**src/rtl/column_cursor.sv**
```systemverilog
// -----------------------------------------------------------------------------
// column_cursor
//
// Column cursor for a Connect Four board of NUM_COLS columns.
// - Tracks the column the active player is hovering over.
// - Moves it on rising edges of the left/right buttons, skipping full columns.
// - Issues a drop request to the board logic and holds it until acknowledged.
// - After an accepted drop, re-homes the cursor if its column just filled up.
//
// Optional feature (compile-time macro):
//   COLUMN_CURSOR_WRAP_EN - when defined, left/right searches wrap around the
//                           board edges, and the post-drop re-home searches
//                           circularly rightward only. When undefined, searches
//                           stop at the board edges.
//
// Parameters:
//   NUM_COLS   - number of board columns (2..64)
//   START_COL  - cursor value after reset (< NUM_COLS)
//
// Ports:
//   clk         in   system clock, rising edge
//   reset       in   synchronous active-high reset
//   right       in   move-right button (level, synchronised/debounced)
//   left        in   move-left button (level, synchronised/debounced)
//   sel_column  in   drop button (level, synchronised/debounced)
//   col_full    in   bit i set when column i has no free cell
//   drop_ack    in   one-cycle pulse: board logic accepted the drop
//   col         out  current cursor column (registered)
//   drop_valid  out  drop request pending for column col (registered)
//   board_full  out  all columns full (combinational)
// -----------------------------------------------------------------------------
module column_cursor #(
  parameter int NUM_COLS  = 7,
  parameter int START_COL = 3,
  localparam int AW = $clog2(NUM_COLS)
) (
  input  logic                clk,
  input  logic                reset,
  input  logic                right,
  input  logic                left,
  input  logic                sel_column,
  input  logic [NUM_COLS-1:0] col_full,
  input  logic                drop_ack,
  output logic [AW-1:0]       col,
  output logic                drop_valid,
  output logic                board_full
);

  typedef enum logic [1:0] {
    IDLE   = 2'd0,
    DROP   = 2'd1,
    SETTLE = 2'd2
  } state_t;

  state_t state;

  // Previous button levels; reset to 1 so a button held through reset
  // produces no edge until it is released and pressed again.
  logic right_prev, left_prev, sel_prev;
  logic right_edge, left_edge, sel_edge;

  assign right_edge = right & ~right_prev;
  assign left_edge  = left & ~left_prev;
  assign sel_edge   = sel_column & ~sel_prev;

  assign board_full = &col_full;

  // Nearest non-full column on either side of the cursor.
  logic          right_found, left_found;
  logic [AW-1:0] right_col, left_col;
  logic          settle_found;
  logic [AW-1:0] settle_col;
  int            col_i;
  int            r_idx, l_idx;

  assign col_i = int'(col);

`ifdef COLUMN_CURSOR_WRAP_EN
  // Circular search: walk offsets from the farthest back to 1 so the last
  // hit is the nearest. Offset NUM_COLS (the cursor itself) is never visited.
  always_comb begin
    right_found = 1'b0;
    right_col   = col;
    left_found  = 1'b0;
    left_col    = col;
    r_idx       = 0;
    l_idx       = 0;
    for (int d = NUM_COLS - 1; d >= 1; d--) begin
      r_idx = col_i + d;
      if (r_idx >= NUM_COLS) r_idx = r_idx - NUM_COLS;
      if (!col_full[r_idx]) begin
        right_found = 1'b1;
        right_col   = AW'(r_idx);
      end
      l_idx = col_i - d;
      if (l_idx < 0) l_idx = l_idx + NUM_COLS;
      if (!col_full[l_idx]) begin
        left_found = 1'b1;
        left_col   = AW'(l_idx);
      end
    end
  end

  // Re-home after a drop only ever looks rightward (circularly).
  always_comb begin
    settle_found = right_found;
    settle_col   = right_col;
  end
`else
  // Edge-bounded search. Rightward scan runs high-to-low and leftward scan
  // runs low-to-high so the last hit is the column nearest the cursor.
  always_comb begin
    right_found = 1'b0;
    right_col   = col;
    left_found  = 1'b0;
    left_col    = col;
    r_idx       = 0;
    l_idx       = 0;
    for (int i = NUM_COLS - 1; i >= 0; i--) begin
      r_idx = i;
      if (r_idx > col_i && !col_full[r_idx]) begin
        right_found = 1'b1;
        right_col   = AW'(r_idx);
      end
    end
    for (int i = 0; i < NUM_COLS; i++) begin
      l_idx = i;
      if (l_idx < col_i && !col_full[l_idx]) begin
        left_found = 1'b1;
        left_col   = AW'(l_idx);
      end
    end
  end

  // Re-home after a drop prefers the right side, then falls back left.
  always_comb begin
    settle_found = right_found | left_found;
    settle_col   = right_found ? right_col : left_col;
  end
`endif

  always_ff @(posedge clk) begin
    if (reset) begin
      state      <= IDLE;
      col        <= AW'(START_COL);
      drop_valid <= 1'b0;
      right_prev <= 1'b1;
      left_prev  <= 1'b1;
      sel_prev   <= 1'b1;
    end else begin
      right_prev <= right;
      left_prev  <= left;
      sel_prev   <= sel_column;

      case (state)
        IDLE: begin
          if (sel_edge && !col_full[col] && !board_full) begin
            // Drop wins over any simultaneous move edge.
            state      <= DROP;
            drop_valid <= 1'b1;
          end else if (right_edge && !left_edge) begin
            if (right_found) col <= right_col;
          end else if (left_edge && !right_edge) begin
            if (left_found) col <= left_col;
          end
        end

        DROP: begin
          // Cursor frozen, all button edges dropped on the floor.
          if (drop_ack) begin
            state      <= SETTLE;
            drop_valid <= 1'b0;
          end
        end

        SETTLE: begin
          // The board has had a cycle to update col_full; move off a column
          // that the drop just filled.
          if (col_full[col] && !board_full && settle_found) col <= settle_col;
          state <= IDLE;
        end

        default: begin
          state      <= IDLE;
          drop_valid <= 1'b0;
        end
      endcase
    end
  end

endmodule
```
**config.mk**
```make
export PLATFORM = sky130hd
export DESIGN_NAME = column_cursor
export DESIGN_NICKNAME = d
export VERILOG_FILES = /design/src/rtl/column_cursor.sv
export SDC_FILE = /design/constraint.sdc
export NUM_CORES = 1
export LEC_CHECK = 0
export ABC_AREA = 0
export CORE_MARGIN = 2
export CORE_UTILIZATION = 50
export CTS_CLUSTER_SIZE = 30
export DETAILED_ROUTE_END_ITERATION = 7
export DONT_BUFFER_PORTS = 1
export SLEW_MARGIN = 20
export SYNTH_ARGS = -nofsm -noshare
export SYNTH_HDL_FRONTEND = slang
export SYNTH_SLANG_ARGS = --single-unit
```
**constraint.sdc**
```tcl
create_clock -name clk -period 2.4 [get_ports clk]
set_clock_uncertainty 0.2 [all_clocks]
set_input_delay 0.36 -clock clk [delete_from_list [all_inputs] [get_ports clk]]
set_output_delay 0.36 -clock clk [all_outputs]
set_load 0.05 [all_outputs]
```
=== Yosys cells after proc, flatten, opt, wreduce, memory -nomap -nowiden ===
Index checks and enable logic that the tools add are counted.

* Magnitude comparators: 15
* Equality and inequality tests: 9
* Mux-type cells: 44
* Bitwise gates (word level): 8
* Reduce and logical (&&, ||, !) cells: 37

{| class="wikitable"
|+ Operator list
! kind !! count
|-
| 3-bit 2-to-1 mux || 21
|-
| 1-bit logical AND || 20
|-
| 1-bit 2-to-1 mux || 17
|-
| 1-bit zero test || 11
|-
| 3-bit > comparator (first input constant) || 3
|-
| 3-bit < comparator (first input constant) || 3
|-
| 3-bit != test (second input constant) || 3
|-
| 2-bit != test (second input constant) || 4
|-
| 7-bit AND reduction || 1
|-
| 1-bit by 3-bit > comparator with 1-bit output (first input constant) || 2
|-
| 2-bit by 3-bit > comparator with 1-bit output (first input constant) || 2
|-
| 1-bit by 3-bit < comparator with 1-bit output (first input constant) || 2
|-
| 2-bit by 3-bit < comparator with 1-bit output (first input constant) || 2
|-
| 3-bit one-hot mux with 2 select lines || 1
|-
| 6-bit AND reduction || 1
|-
| 3-bit by 4-bit < comparator with 1-bit output (second input constant) || 1
|-
| 2-bit 2-to-1 mux || 2
|-
| 1-bit inverter || 4
|-
| 2-bit one-hot mux with 2 select lines || 1
|-
| 1-bit bitwise AND || 3
|-
| 1-bit binary-select mux with 3-bit select || 1
|-
| 1-bit one-hot mux with 3 select lines || 1
|-
| 3-bit AND reduction || 1
|-
| 2-bit by 1-bit == test with 1-bit output (second input constant) || 1
|-
| 5 further kinds || 5
|}

* Flip-flop bits (word level): 9
* Output and inout bits: 5

=== Logic depth before layout (Yosys ltp) ===
Gate-level depths: netlist of run 1.

* Depth in word-level cells: 14
* Gate-level depth with buffers: 8
* Mapped depth without buffers: 7

=== Least setup slack after synthesis of run 1 ===
No wires, ideal clock.

* Path type: input -> register
* Start point: input col_full[5]
* End point: register col[0]
* Setup time: 0.120 ns
* Data arrival time: 2.522 ns
* Required time: 2.080 ns
* Path slack: -0.442 ns
* Stages: 7
* Buffers on the path: 1
* Path through: buf_2 -> nand3_1 -> nor3_1 -> nand4bb_1 -> a21oi_2 -> a211oi_2 -> o21bai_1

{| class="wikitable"
|+ RTL lines
! element !! line !! text
|-
| start: declaration || 42 || <nowiki>input logic [NUM_COLS-1:0] col_full,</nowiki>
|-
| 7-bit AND reduction * || 66 || <nowiki>assign board_full = &col_full;</nowiki>
|-
| named net board_full || 46 || <nowiki>output logic board_full</nowiki>
|-
| 1-bit zero test * || 157, 179 ||
|-
| 1-bit logical AND (2 in series) || 179 || <nowiki>if (col_full[col] && !board_full && settle_found) col <= settle_col;</nowiki>
|-
| 2-bit != test (no line) || -- ||
|-
| 6-bit AND reduction (no line) * || -- ||
|-
| end signal: assignment || 162 || <nowiki>if (right_found) col <= right_col;</nowiki>
|-
| end signal: assignment || 164 || <nowiki>if (left_found) col <= left_col;</nowiki>
|-
| end signal: assignment || 179 ||
|-
| end: declaration || 44 || <nowiki>output logic [AW-1:0] col,</nowiki>
|}

The timed path passes the listed nets; every way through them passes the cells marked *. The select of a mux whose other input is x is not followed.
A chain may end at the register's enable or synchronous reset.

=== Final worst setup path of run 1 ===
* Start point: register col[0]
* End point: register col[1]

* Cells in the longest elaborated chain, start to end: 14

{| class="wikitable"
|+ Ends and longest elaborated chain
! element !! line !! text
|-
| start signal: assignment || 145 || <nowiki>col <= AW'(START_COL);</nowiki>
|-
| start signal: assignment || 162 ||
|-
| start signal: assignment || 164 ||
|-
| 1-bit by 3-bit < comparator with 1-bit output || 128 || <nowiki>if (l_idx < col_i && !col_full[l_idx]) begin</nowiki>
|-
| 1-bit logical AND || 128 ||
|-
| 3-bit 2-to-1 mux (7 in series) || 128 ||
|-
| 3-bit 2-to-1 mux || 164 ||
|-
| 3-bit 2-to-1 mux || 163 || <nowiki>end else if (left_edge && !right_edge) begin</nowiki>
|-
| 3-bit 2-to-1 mux || 161 || <nowiki>end else if (right_edge && !left_edge) begin</nowiki>
|-
| 3-bit 2-to-1 mux || 157 || <nowiki>if (sel_edge && !col_full[col] && !board_full) begin</nowiki>
|-
| 3-bit one-hot mux with 2 select lines || 155 || <nowiki>case (state)</nowiki>
|}

Several ways; a longest one is shown, not always the timed one. The select of a mux whose other input is x is not followed.

==> impl_metrics.json, run 1 <==
{
  "status": "completed",
  "cap_violations": 0,
  "path_depth": 6,
  "ys.flop_type": "dfxtp_1",
  "wl_met1_um": 1030,
  "switchingPower_mw": 0.146,
  "p_comb_frac": 0.339,
  "slowest_stage": "dfxtp_1",
  "drcViolationCount": 0,
  "avgSynthCellArea_um2": 7.57,
  "rsz0062_at_grt": "false",
  "totalNegativeSetupSlack_ns": 0,
  "place_inst": 134,
  "crit_type": "reg2reg",
  "final_max_slew_viol_count": 0,
  "hold_violations": 0,
  "via_count": 934,
  "required_ns": 2.34,
  "core-area_mm2": 0.00167,
  "first_pass_iters": 4,
  "arrival_ns": 2.14,
  "insertion_delay_ns": 0.26,
  "ys_seq_area_frac": 0.209,
  "clkPwrFrac": 0.265,
  "io_buffer_count": 0,
  "power.leakage_nw": 0.407,
  "antenna_found_initial": 0,
  "regToRegStartpoint": "col[0]",
  "top_layer": "met3",
  "die_y_um": 45.6,
  "hp-start": "reset",
  "slew_headroom": 0.686,
  "track_usage": 0.235,
  "rows": 15,
  "r2r_cells": 6,
  "grt_pass1_vias": 819,
  "drive_gt1_frac": 0.216,
  "p_sw_frac": 0.336,
  "syn_area_um2": 863,
  "worstHoldEndpoint": "col[0]",
  "via_per_inst": 6.58,
  "num_antenna_cells": 0,
  "tightest_slew_ns": 0.470,
  "max_stage_delay_ns": 0.61,
  "cts_buffer_depth": 2,
  "synth_edf_count": 0,
  "num_io_pins": 18,
  "detail_route.wl_per_cell_um": 15.5,
  "drt_iter0_markers": 44,
  "power_mw": 0.433,
  "ys_ff_latch": 9,
  "p_per_area_mw_per_mm2": 437,
  "root_buffer": "clkbuf_4",
  "grt_max_degree": 14,
  "cts_num_sinks": 9,
  "syn_nets": 128,
  "start_kind": "flop",
  "cts_tree": "built",
  "min_period_over_period": 0.920,
  "htreeDepth": 1,
  "synthArstFlopShare": 0,
  "final_nets": 140,
  "synth.distinct_cells": 47,
  "ant_nets": 0,
  "path_buf_inv": 1,
  "timing.final.crit_period_ns": 2.21,
  "internal_power_mw": 0.288,
  "ys.warnings.count": 0,
  "path_max_fanout": 13,
  "syn2layout_area_growth_pct": 14.9,
  "pwr-share-seq": 0.396,
  "netlist_instances": 114,
  "worstReg2RegEnd": "col[1]",
  "cts_buffers": 3,
  "final_common_cell": "nor2_1",
  "initial_core_util": 0.517,
  "min_path_cells": 1,
  "die_area_mm2": 0.00208,
  "route.met2.wl_um": 944,
  "hold_path_class": "in2reg",
  "fillers": 157,
  "r2r_slack_ns": 0.19,
  "clk_pin_slew_worst_paths_ns": 0.06,
  "wl_met3_um": 231,
  "layout_common_cells": "nor2_1 (10), o21ai_0 (9), buf_4 (9)",
  "path_cells": "inv_2 > a32o_1 > o31ai_2 > nor3_1 > a311oi_1 > mux2i_1",
  "endpoint_kind": "flop",
  "grt_pass1_wl_um": 3630,
  "wl_um": 2210,
  "setup_violations": 0,
  "max_freq_ghz": 0.453,
  "vdd_drop_max_mv": 0.279,
  "die_x_um": 45.6,
  "place_congestion": 0.984,
  "grt_remaining_overflow": 0,
  "post_layout_nonfiller_instances": 142,
  "cpLargestDelayFamily": "compound AO/OA/AOI/OAI gates",
  "dp_hpwl_um": 1680
}
-- flip-flops by register name, indices dropped and copies added, names as in the netlist --
register    flops
left_prev       1
sel_prev        1
right_prev      1
drop_valid      1
state           2
col             3
-- synth_stat cells, drive strengths merged, types with 2 or more instances --
master | instances | area, um^2
nor2b | 3 | 18.8
nor3 | 7 | 40.0
a32oi | 2 | 17.5
a32o | 2 | 20.0
mux2i | 4 | 40.0
dfxtp | 9 | 180
nand2 | 8 | 30.0
clkbuf | 3 | 11.3
nor2 | 10 | 37.5
or2 | 4 | 25.0
inv | 5 | 18.8
a21o | 3 | 22.5
o21ai | 10 | 50.0
a22oi | 2 | 15.0
nand2b | 5 | 31.3
a21oi | 6 | 33.8
buf | 3 | 21.3
o21bai | 3 | 22.5
a31oi | 2 | 12.5
-- power by group through the flow --
stage	clock (mW)	combinational, mW	sequential [mW]
3_3_place_gp	0	0.139	0.174
5_1_grt	0.126	0.160	0.173
2_1_floorplan	0	0.104	0.184
4_1_cts	0.121	0.145	0.171
3_5_place_dp	0	0.138	0.174
6_report	0.115	0.147	0.172
-- routing by layer --
layer | track usage | vias to the layer above
met2 | 0.324 | 49
met3 | 0.0714 | 0
met1 | 0.358 | 428
li1 | - | 457
met4 | 0.0353 | 0
met5 | 0 | -
-- what timing repair did --
item                                    CTS  global route
buffers inserted                          0             0
endpoints found under the setup margin    0             2
resized for setup                         0             1
hold buffers                              4             0
endpoints found under the hold margin     7             0
-- per-stage QoR --
stage                     setup WS, ns  hold slack (ns)  cell area (um^2)  utilization
final                            0.192          0.00930               992        0.594
after global routing            0.0301           0.0180               992        0.594
after CTS                        0.210          0.00255               991        0.593
after detailed placement         0.219            0.232               925        0.554
after global placement           0.207            0.232               925        0.554
after floorplan                 0.0427            0.262               868            -
-- layout make-up --
class,instances,area (um^2),area share
tap,17,21.3,0.0214
sequential,9,181,0.183
inverter,5,18.8,0.0189
clock buffer,4,26.3,0.0265
timing repair buffer,13,108,0.108
multi-input combinational,94,637,0.642
-- worst max path at each step --
stage,startpoint,end,slack (ns)
after floorplan,col_full[5],col[0],0.04
after detailed placement,col[1],col[0],0.22
after global placement,col[1],col[0],0.21
after global routing,col[0],col[0],0.03
final,col[0],col[1],0.19
after CTS,col[1],col[0],0.21
-- cell families (layout without fill, tap and decap cells) --
| logic type | Yosys count | after routing | synth area share |
|---|---|---|---|
| buf+inv | 11 | 22 | 0.0594 |
| mux | 6 | 6 | 0.0855 |
| simple gates | 44 | 44 | 0.270 |
| flops | 9 | 9 | 0.209 |
| fa+ha+maj | 1 | 1 | 0.0145 |
| compound gates | 43 | 43 | 0.362 |
Power figures use the tool's default switching activity.
==> inputs of run 2 (changes only) <==
--- a/config.mk
+++ b/config.mk
@@ -11,6 +11,7 @@
 export CTS_CLUSTER_SIZE = 30
 export DETAILED_ROUTE_END_ITERATION = 7
 export DONT_BUFFER_PORTS = 1
+export REMOVE_ABC_BUFFERS = 1
 export SLEW_MARGIN = 20
 export SYNTH_ARGS = -nofsm -noshare
 export SYNTH_HDL_FRONTEND = slang
==> run 2 against run 1 <==
Net effect:
- clock power barely moved
- non-clock buffer count fell by 2
- register-to-register slack improved by 0.06 ns
- setup slack improved by 0.055 ns
- critical path type unchanged
==> impl_metrics.json, run 2 (synthesized netlist as in run 1, its figures left out) <==
{
  "min_period_over_period": 0.897,
  "hold_violations": 0,
  "grt_remaining_overflow": 0,
  "tightest_slew_ns": 0.408,
  "hold_slack_ns": 0.0150,
  "initial_core_util": 0.517,
  "cts_buffer_depth": 2,
  "arrival_ns": 2.07,
  "final_nets": 138,
  "antenna_found_initial": 0,
  "status": "completed",
  "place_congestion": 0.863,
  "die_x_um": 45.6,
  "switchingPower_mw": 0.144,
  "detail_route.wl_per_cell_um": 16.4,
  "r2r_slack_ns": 0.25,
  "clk_pin_slew_worst_paths_ns": 0.06,
  "drive_gt1_frac": 0.211,
  "drcViolationCount": 0,
  "hold_path_class": "in2reg",
  "grt_pass1_vias": 924,
  "path_max_fanout": 11,
  "via_per_inst": 6.69,
  "num_antenna_cells": 0,
  "final_common_cell": "nor2_1",
  "die_area_mm2": 0.00208,
  "slew_headroom": 0.728,
  "wl_um": 2300,
  "reg_top3": "col x3, state x2",
  "drt_iter0_markers": 26,
  "max_freq_ghz": 0.464,
  "htreeDepth": 1,
  "final_max_slew_viol_count": 0,
  "root_buffer": "clkbuf_4",
  "track_usage": 0.243,
  "top_register": "col",
  "cts_tree": "built",
  "p_per_area_mw_per_mm2": 441,
  "start_kind": "flop",
  "rows": 15,
  "io_buffer_count": 0,
  "postCtsSetupRepairBufs": 0,
  "core-area_mm2": 0.00167,
  "rsz0062_at_grt": "false",
  "layout_common_cells": "nor2_1 (10), o21ai_0 (9), nand2_1 (8), dfxtp_1 (8), buf_4 (8)",
  "insertion_delay_ns": 0.25,
  "ant_nets": 0,
  "grt_max_degree": 12,
  "internal_power_mw": 0.286,
  "cts_num_sinks": 9,
  "power.leakage_nw": 0.397,
  "endpoint_kind": "flop",
  "place_area_um2": 917,
  "p_sw_frac": 0.335,
  "syn2layout_area_growth_pct": 12.9,
  "timing.final.crit_period_ns": 2.15,
  "design_area_um2": 975,
  "required_ns": 2.32,
  "via_count": 937,
  "crit_type": "reg2reg",
  "dp_hpwl_um": 1740,
  "first_pass_iters": 4,
  "cts_buffers": 3,
  "largest_reg_flops": 3,
  "pwr-share-seq": 0.397,
  "clkPwrFrac": 0.264,
  "grt_pass1_wl_um": 3780,
  "vdd_drop_max_mv": 0.366,
  "power_mw": 0.430,
  "die_y_um": 45.6,
  "setup_violations": 0,
  "num_io_pins": 18,
  "p_comb_frac": 0.339,
  "cap_violations": 0
}
## run 2: changes by cell type in the layout (fill, tap and decap cells not counted), sizes merged
cell,delta
dlygate4sd3,-1
buf,-1
## run 2: path summary, 6_finish.rpt
| check | startpoint | to | cells past startpoint |
|---|---|---|---|
| setup / recovery | col[0] | col[1] | 6 |
| hold reg to reg | state[0] | state[1] | 2 |
| setup reg to reg | col[0] | col[1] | 6 |
| hold / removal | sel_column | sel_prev | 1 |
## run 2: layout make-up
| cell class | count | area [um^2] |
|---|---|---|
| clock buffers | 4 | 26.3 |
| fillers | 163 | 696 |
| inverters | 5 | 18.8 |
| multi-input cells | 94 | 637 |
| flip-flops and latches | 9 | 181 |
| well taps | 17 | 21.3 |
| repair buffers | 11 | 90.1 |
## run 2: through the flow
stage          setup slack (ns)  cells   util  TNS (ns)
6_report                  0.247    140  0.584         0
3_5_place_dp              0.204    133  0.549         0
2_1_floorplan            -0.273    108      -     -1.04
4_1_cts                   0.188    140  0.583         0
3_3_place_gp              0.229    133  0.549         0
5_1_grt                   0.117    140  0.584         0
## run 2: critical path, stage by stage (launching register included)
cell      delay (ns)
dfxtp_1         0.57
inv_2           0.11
a32o_1          0.27
o31ai_2         0.33
nor3_1          0.11
a311oi_1        0.31
mux2i_1         0.12
## run 2: per-layer routing
metal  vias to the layer above  track usage  wire length [um]
li1                        455            -                 -
met1                       443        0.303               997
met2                        35        0.431              1170
met3                         4       0.0317               117
met4                         0       0.0706                15
met5                         -            0                 0
## run 2: power groups by stage
stage          Clock [mW]  Combinational, mW  Sequential (mW)
6_report            0.114              0.146            0.171
5_1_grt             0.123              0.160            0.172
4_1_cts             0.120              0.144            0.170
3_5_place_dp            0              0.139            0.174
3_3_place_gp            0              0.139            0.173
2_1_floorplan           0             0.0868            0.193
## run 2: repair_timing
action                                  CTS  global route
hold buffers                              3             0
gates resized for setup                   0             1
endpoints found under the hold margin     8             0
endpoints found under the setup margin    0             1
==> inputs of run 3 (changes only) <==
--- a/config.mk
+++ b/config.mk
@@ -5,12 +5,16 @@
 export SDC_FILE = /design/constraint.sdc
 export NUM_CORES = 1
 export LEC_CHECK = 0
-export ABC_AREA = 0
+export ABC_AREA = 1
+export CELL_PAD_IN_SITES_DETAIL_PLACEMENT = 1
+export CELL_PAD_IN_SITES_GLOBAL_PLACEMENT = 2
+export CORE_ASPECT_RATIO = 0.75
 export CORE_MARGIN = 2
-export CORE_UTILIZATION = 50
+export CORE_UTILIZATION = 31
 export CTS_CLUSTER_SIZE = 30
 export DETAILED_ROUTE_END_ITERATION = 7
 export DONT_BUFFER_PORTS = 1
+export PLACE_DENSITY_LB_ADDON = 0.1
 export REMOVE_ABC_BUFFERS = 1
 export SLEW_MARGIN = 20
 export SYNTH_ARGS = -nofsm -noshare
==> run 3 against run 2 <==
Net effect:
- critical path depth is 6 higher
- clock power is 60% higher
- fmax is 7.6% higher
- setup slack improved by 0.15 ns
- routed wire length rose by 28%
- synthesized area rose by 7.4%
- final cell count increased by 51%
- register-to-register slack better by 0.15 ns
- flip-flop and latch count unchanged
- hold slack barely moved
- largest cell class unchanged
==> impl_metrics.json, run 3 <==
{
  "status": "completed",
  "crit_type": "reg2reg",
  "ys_seq_area_frac": 0.194,
  "path_cells": "buf_4 > nand2_1 > nand3_1 > nand2_1 > inv_1 > nand3_1 > nand3_1 > nand2_2 > nand2_4 > inv_2 > nand2_1 > nand3_1",
  "layout_common_cells": "nand2_1 (59), inv_1 (23), nand3_1 (23)",
  "wl_um": 2940,
  "cts_buffer_depth": 2,
  "detail_route.wl_per_cell_um": 13.9,
  "yosys.area.top_type_share": 0.239,
  "top_register": "col",
  "vdd_drop_max_mv": 0.284,
  "grt_remaining_overflow": 0,
  "grt_pass1_wl_um": 4880,
  "track_usage": 0.190,
  "io_buffer_count": 0,
  "final_max_slew_viol_count": 0,
  "synth_edf_count": 0,
  "insertion_delay_ns": 0.24,
  "die_area_mm2": 0.00345,
  "p_per_area_mw_per_mm2": 561,
  "core-area_mm2": 0.00289,
  "clk_pin_slew_worst_paths_ns": 0.05,
  "path_max_fanout": 10,
  "setup_ws_ns": 0.400,
  "yosysMostFrequentCell": "nand2_1",
  "grtUsageMet1": 0.300,
  "syn2layout_area_growth_pct": 13.2,
  "use_met3": 0.0529,
  "netlist_instances": 166,
  "hold_slack_ns": 0.0150,
  "tightest_slew_ns": 0.501,
  "place_ws_ns": 0.396,
  "netlist_top_cells_area": "nand2_1 (24%), dfxtp_1 (19%), nand3_1 (12%)",
  "max_freq_ghz": 0.500,
  "ys.warnings.count": 0,
  "totalNegativeSetupSlack_ns": 0,
  "drive_gt1_frac": 0.179,
  "yosys-top-cells-count": "nand2_1 (59), inv_1 (23), nand3_1 (23)",
  "max_stage_delay_ns": 0.55,
  "postCtsSetupRepairBufs": 0,
  "synthArstFlopShare": 0,
  "slew_headroom": 0.666,
  "yosysTopAreaCell": "nand2_1",
  "grt.busiest_layer": "met1",
  "hold_path_class": "in2reg",
  "avgSynthCellArea_um2": 5.59,
  "cts_num_sinks": 9,
  "via_per_inst": 4.93,
  "final_common_cell": "nand2_1",
  "cts_tree": "built",
  "root_buffer": "clkbuf_8",
  "final_nets": 188,
  "start_kind": "flop",
  "num_io_pins": 18,
  "cpLargestDelayFamily": "simple AND/OR/NAND/NOR gates",
  "rsz0062_at_grt": "false",
  "cap_violations": 0,
  "drt_iter0_markers": 36,
  "cp_common_cell": "nand3_1",
  "ant_nets": 0,
  "first_pass_iters": 4,
  "antenna_found_initial": 0,
  "grt_max_degree": 11,
  "place_congestion": 0.853,
  "die_x_um": 67.2,
  "cts-resized-gates": 0,
  "syn_area_um2": 927,
  "grt_pass1_vias": 1039,
  "rows": 17,
  "cts_buffers": 3,
  "die_y_um": 51.4,
  "dp_hpwl_um": 2440,
  "required_ns": 2.32,
  "power.leakage_nw": 0.580,
  "timing.final.crit_period_ns": 2.00,
  "reg_top3": "col x3, state x2",
  "htreeDepth": 1,
  "gr-usage-met2": 0.257,
  "min_period_over_period": 0.834,
  "endpoint_kind": "flop",
  "arrival_ns": 1.92,
  "synth.distinct_cells": 22,
  "ys.flop_type": "dfxtp_1",
  "slowest_stage": "dfxtp_1",
  "hold_violations": 0,
  "drcViolationCount": 0,
  "largest_reg_flops": 3,
  "setup_violations": 0,
  "ys_ff_latch": 9,
  "path_buf_inv": 3,
  "num_antenna_cells": 0,
  "initial_core_util": 0.321,
  "via_count": 1040
}
run 3: routing by layer:
layer	routed length, um	vias to the layer above
met5	0	-
met4	12	0
met3	162	2
met2	1200	23
met1	1560	483
li1	-	532
run 3: final timing paths:
check                start       end  slack, ns  depth (start not counted)
setup / recovery    col[0]    col[1]       0.40                         12
hold / removal       reset    col[0]       0.01                          2
setup reg to reg    col[0]    col[1]       0.40                         12
hold reg to reg   state[1]  state[1]       0.29                          1
run 3: timing repair:
item                                    in CTS  in global routing
hold buffers                                 1                  0
endpoints found under the hold margin        3                  0
endpoints found under the setup margin       0                  0
run 3: logic make-up (layout without fill, tap and decap cells):
group,count (synthesis),after routing,share of synthesized area
adder cells (fa/ha/maj),1,1,0.0135
AND/OR/NAND/NOR,116,116,0.610
AO/OA/AOI/OAI,10,10,0.0580
flip-flops,9,9,0.194
buffers and inverters,30,37,0.124
run 3: power by group:
part	switching (mW)	internal, mW
Combinational	0.156	0.0707
Clock	0.0655	0.116
Sequential	0.0206	0.160
Total	0.242	0.347
run 3: layout make-up:
class | count | area [um^2]
Fill cell | 414 | 1840
Multi-Input combinational cell | 127 | 632
Sequential cell | 9 | 180
Inverter | 28 | 105
Tap cell | 38 | 47.5
Clock buffer | 4 | 45.0
Timing Repair Buffer | 5 | 40.0
run 3: per-stage QoR:
stage | instance area (um^2) | std cells | utilization | total power [mW]
3_5_place_dp | 995 | 206 | 0.344 | 0.408
4_1_cts | 1050 | 211 | 0.363 | 0.596
2_1_floorplan | 917 | 164 | - | 0.352
6_report | 1050 | 211 | 0.363 | 0.589
3_3_place_gp | 995 | 206 | 0.344 | 0.404
5_1_grt | 1050 | 211 | 0.363 | 0.638
